--- src/rtl/ppb_input_conditioner.sv ---
// -----------------------------------------------------------------------------
// ppb_input_conditioner
//
// Panel-side front end of the PPB link. Every raw panel bit is synchronised
// into the clock domain and debounced. Level bits are presented as clean
// debounced levels. Momentary bits (PULSE_MASK set) become one-cycle pulses on
// each debounced press. The output vector keeps the [0:N_IN-1] bit order that
// the PPB mapping block consumes.
//
// Ports
//   clk            system clock, all state on the rising edge
//   reset          asynchronous, active-high reset
//   raw_inputs     [0:N_IN-1] unsynchronised panel levels
//   device_inputs  [0:N_IN-1] conditioned vector to the PPB mapping
//   input_changed  one-cycle strobe: some level bit changed on the previous edge
// -----------------------------------------------------------------------------
module ppb_input_conditioner #(
   parameter int               N_IN            = 60,
   parameter int               SYNC_STAGES     = 2,
   parameter int               DEBOUNCE_CYCLES = 100000,
   // Index 0 is the MSB, so vector index i sits at numeric bit N_IN-1-i.
   // The default marks clk_step (index 1) and AR_load (index 13).
   parameter logic [0:N_IN-1]  PULSE_MASK      = (N_IN'(1) << (N_IN - 2)) |
                                                 (N_IN'(1) << (N_IN - 14))
) (
   input  logic              clk,
   input  logic              reset,
   input  logic [0:N_IN-1]   raw_inputs,
   output logic [0:N_IN-1]   device_inputs,
   output logic              input_changed
);

   localparam int               CNT_W    = $clog2(DEBOUNCE_CYCLES + 1);
   localparam logic [CNT_W-1:0] CNT_LAST = CNT_W'(DEBOUNCE_CYCLES - 1);

   logic [0:N_IN-1]  sync_q [SYNC_STAGES];
   logic [0:N_IN-1]  sync_out;
   logic [0:N_IN-1]  stable;
   logic [0:N_IN-1]  stable_d;
   logic [0:N_IN-1]  pulse_q;
   logic [CNT_W-1:0] cnt_q [N_IN];

   // Plain flop chain: nothing may sit between the synchroniser stages.
   always_ff @(posedge clk or posedge reset) begin
      if (reset) begin
         for (int k = 0; k < SYNC_STAGES; k++) begin
            sync_q[k] <= '0;
         end
      end else begin
         // NOTE: sequential state uses non-blocking assignments so every stage
         // samples the value its predecessor held before this edge.
         sync_q[0] <= raw_inputs;
         for (int k = 1; k < SYNC_STAGES; k++) begin
            sync_q[k] <= sync_q[k-1];
         end
      end
   end

   assign sync_out = sync_q[SYNC_STAGES-1];

   // Per-bit debouncer: a new level is accepted only after it has differed
   // from the stable level for DEBOUNCE_CYCLES consecutive edges. Any return
   // to the stable level clears the count, and the count is cleared again at
   // acceptance, so it never wraps.
   always_ff @(posedge clk or posedge reset) begin
      if (reset) begin
         stable <= '0;
         // NOTE: the counter array is reset on purpose; a debounce that was in
         // progress when reset hit must not complete after release.
         for (int i = 0; i < N_IN; i++) begin
            cnt_q[i] <= '0;
         end
      end else begin
         for (int i = 0; i < N_IN; i++) begin
            if (sync_out[i] == stable[i]) begin
               cnt_q[i] <= '0;
            end else if (cnt_q[i] == CNT_LAST) begin
               stable[i] <= sync_out[i];
               cnt_q[i]  <= '0;
            end else begin
               cnt_q[i] <= cnt_q[i] + CNT_W'(1);
            end
         end
      end
   end

   // stable_d is the debounced level one edge late; comparing it with stable
   // gives the edge detection for both the press pulses and the change strobe.
   always_ff @(posedge clk or posedge reset) begin
      if (reset) begin
         stable_d      <= '0;
         pulse_q       <= '0;
         input_changed <= 1'b0;
      end else begin
         stable_d      <= stable;
         pulse_q       <= stable & ~stable_d & PULSE_MASK;
         input_changed <= |((stable ^ stable_d) & ~PULSE_MASK);
      end
   end

   assign device_inputs = (stable & ~PULSE_MASK) | pulse_q;

endmodule

--- config.mk ---
export PLATFORM = sky130hd
export DESIGN_NAME = ppb_input_conditioner
export DESIGN_NICKNAME = d
export VERILOG_FILES = /design/src/rtl/ppb_input_conditioner.sv
export SDC_FILE = /design/constraint.sdc
export NUM_CORES = 2
export LEC_CHECK = 0
export ABC_AREA = 1
export BUFFER_PORTS_ARGS = -buffer_cell sky130_fd_sc_hd__buf_2
export CAP_MARGIN = 10
export CORE_MARGIN = 10
export CORE_UTILIZATION = 55
export DETAILED_ROUTE_END_ITERATION = 10
export HOLD_SLACK_MARGIN = 0.08
export PLACE_DENSITY = 0.76
export SYNTH_ARGS = -nofsm -noshare
export SYNTH_HDL_FRONTEND = slang
export SYNTH_SLANG_ARGS = --single-unit
--- constraint.sdc ---
create_clock -name clk -period 46.8 [get_ports clk]
set_input_delay 11.7 -clock clk [delete_from_list [all_inputs] [get_ports clk]]
set_output_delay 11.7 -clock clk [all_outputs]
set_load 0.03 [all_outputs]
==> results.md <==
- Status: finished clean
- Switching power: 0.000495 W
- Clk buf depth: 3
- Syn_nets: 7492
- Max VDD drop: 0.0362 mV
- Top Metal Used: met4
- Starting DRT DRC Count: 3153
- Nets@finish: 7671
- Vias: 47325
- Final min period: 16140 ps
- Slew HR: 0.328
- Met2 Routed Length: 58.4 mm
- Critical path buffers and inverters: 8
- Worst EP required: 47500 ps
- Met3 WL: 4.97 mm
- Fillers: 9444
- Sequential share of power: 0.497
- Post-synthesis sequential area ratio: 0.511
- CTS buffer count: 139
- Antenna cells: 0
- Remaining DRCs: 0
- Int Power: 0.00177 W
- Crit path max-delay family: buffers and inverters
- DP Worst Slack: 29500 ps
- Crit Path Max Fanout: 83
- Total gr overflow: 0
- Post-synth cell types: 38
- Multi-input combinational cell area: 26800 sq um
- Worst Path Arrival: 16840 ps
- Non-Filler Instances: 9133
- Ys flop type: dfrtp_1
- Worst Tran Pin Value: 1010 ps
- Crit start category: input port
- CTS resizes: 0
- Hold Buf Count CTS: 0
- Initial core utilization: 0.557
- RD Place Congestion: 0.902
- Clock sink count: 1263
- I/O pin cnt: 123
- Count of pins over their slew limit: 0
- H-tree Lvls: 4
- Pwr dens: 33.2 nW/um^2
- Critical path type: input port to asynchronous set/reset pin
- Final Power: 0.00226 W
- Clock-pin slew on the worst setup and hold paths: 60 ps
- Die width: 355 um
- Switching Fraction: 0.219
- Worst path max stage delay: 910 ps
- Setup Fix Bufs, Post-CTS: 0
- Clock Tree Root: clkbuf_16
- Fmax: 62.0 MHz
- Setup Skew: 27.5 ps
- Floorplan die height: 355 um
- Post-DP HPWL: 88.4 mm
- Setup TNS: 0 ps
- Post-DR wirelength/cell: 13.6 um
- HP Class: flip-flop to flip-flop
- Syn-to-layout area delta: 10.1%
- Max Cap Viol: 0
- Die ar.: 126000 sq um
- Final Setup Violations: 0
- Final Cycle Share: 0.345
- Largest net degree at the start of global routing: 84
- Critical Path Most Common Cell: buf_4
- CTS tree: done
- Asr flop ratio synth: 1.00
- Vias in the first global route: 46502
- Initial antenna violation count: 1
- Synth Cell Area: 61800 sq um
- Share of layout cells above drive strength 1: 0.0777
- Clock network fraction of total power: 0.473
- Synth Register Bits: 1263
- Comb power frac: 0.030
- Later-pin clock latency in the skew report: 740 ps
- First-pass GRT wire length: 215 mm
- Placed cells: 8896
- Slowest CP cell: buf_4
- CORE AREA: 111000 sq um
- Yosys warnings: 0
- Tot GR Track Use: 0.198
- Final worst slack: 30660 ps
- Hold Slack: 345 ps
- CP Capture Type: asynchronous set/reset pin
- Post-Route M1 WL: 57.6 mm
- ANT nets after route: 0
- Pleak: 29.4 nW
- Routed WL: 125 mm
- Via-to-Cell Ratio: 5.18
- Pre-antenna DRT Iters: 6
- RSZ-0062 raised after global routing: no
- Syn_area_per_cell: 8.39 sq um
- PortBufs: 122
- Synth Instances: 7370
- Post-synth EDFFs: 0
- Rows: 122
- Final hold violations: 0
- Sequence of cells on the critical path: buf_2, clkinvlp_4, buf_4, buf_4, buf_4, buf_4, buf_4, buf_4
- Register area: 31600 sq um
-- state kept, by name, indices dropped and copies added, names as in the netlist --
name,flops
cnt_q,1020
input_changed,1
sync_q,60
stable_d,60
pulse_q,2
sync_out,60
stable,60
-- power groups by stage --
| stage | logic, W | registers [W] | clock network (W) |
|---|---|---|---|
| finish | 0.0000680 | 0.00112 | 0.00107 |
| global route | 0.0000803 | 0.00113 | 0.00115 |
| CTS | 0.0000708 | 0.00112 | 0.00110 |
| detailed placement | 0.0000701 | 0.00114 | 0 |
| global placement | 0.0000680 | 0.00114 | 0 |
| floorplan | 0.0000539 | 0.00114 | 0 |
-- synthesized netlist by cell type, drive strengths merged, types with 2 or more instances --
cell type / n / area [sq um]
buf: 102 / 851
or2: 15 / 93.8
and3b: 2 / 17.5
nand2: 1355 / 5240
o21bai: 46 / 345
nand4: 151 / 945
nor3: 297 / 1630
nor4b: 2 / 17.5
nor4: 24 / 156
nand3b: 34 / 255
nor3b: 104 / 901
inv: 681 / 2560
xnor2: 108 / 946
dfrtp: 1263 / 31600
ha: 60 / 751
o21ai: 132 / 661
a21oi: 99 / 495
and3: 8 / 50.1
o21a: 2 / 15.0
xor2: 453 / 3970
a31oi: 29 / 181
nand3: 509 / 2850
nor2: 1881 / 7240
and2: 12 / 75.1
-- final cells by class --
cell class	instances	area share
Clock inverter	39	0.00625
Tap cell	1488	0.0273
Multi-Input combinational cell	5324	0.394
Timing Repair Buffer	140	0.0109
Sequential cell	1263	0.464
Clock buffer	198	0.0599
Inverter	681	0.0376
-- final timing paths --
| check | from | to | slack [ps] | cells past startpoint |
|---|---|---|---|---|
| min in group asynchronous | reset | cnt_q[995] | 10980 | 2 |
| min reg2reg | sync_q[90] | sync_out[29] | 350 | 0 |
| max | reset | sync_out[0] | 30660 | 8 |
| max reg2reg | stable[11] | input_changed | 44690 | 9 |
| min | sync_q[90] | sync_out[29] | 350 | 0 |
| max in group clk | stable[16] | device_inputs[16] | 33640 | 1 |
-- layer usage --
metal,GRT usage,vias up
met5,0,-
met4,0.0717,0
met3,0.0311,202
met2,0.328,887
met1,0.263,22485
li1,-,23751
-- cells in the final DEF, fill, tap and decap left out, types with 19 or more instances in the layout --
| cell | count |
|---|---|
| a21oi_1 | 99 |
| a31oi_1 | 29 |
| buf_2 | 122 |
| clkbuf_1 | 29 |
| clkbuf_16 | 146 |
| clkbuf_8 | 23 |
| clkinv_2 | 19 |
| dfrtp_1 | 1263 |
| ha_1 | 60 |
| inv_1 | 668 |
| nand2_1 | 1298 |
| nand2_2 | 55 |
| nand3_1 | 449 |
| nand3_2 | 60 |
| nand3b_1 | 34 |
| nand4_1 | 151 |
| nor2_1 | 1831 |
| nor2_2 | 40 |
| nor3_1 | 271 |
| nor3_2 | 24 |
| nor3b_1 | 80 |
| nor3b_2 | 24 |
| nor4_1 | 23 |
| o21ai_0 | 124 |
| o21bai_1 | 46 |
| xnor2_1 | 108 |
| xor2_1 | 453 |
-- stage by stage --
stage          area, sq um  utilization
2_1_floorplan        61800            -
3_3_place_gp         63600        0.572
3_5_place_dp         63600        0.572
4_1_cts              68100        0.613
5_1_grt              68100        0.613
6_report             68100        0.613
-- logic make-up after synthesis --
group / count (synthesis) / synth area share
flops: 1263 / 0.511
compound gates: 309 / 0.0276
simple gates: 4394 / 0.315
xor+xnor: 561 / 0.0794
fa+ha+maj: 60 / 0.0121
buf+inv: 783 / 0.0551
-- worst reg2reg max path, delay by kind of cell, from the launching register on --
| kind | cells | cell delay, ps |
|---|---|---|
| simple gates | 8 | 1440 |
| buf+inv | 1 | 80 |
| flops | 1 | 410 |
Power figures use the tool's default switching activity.
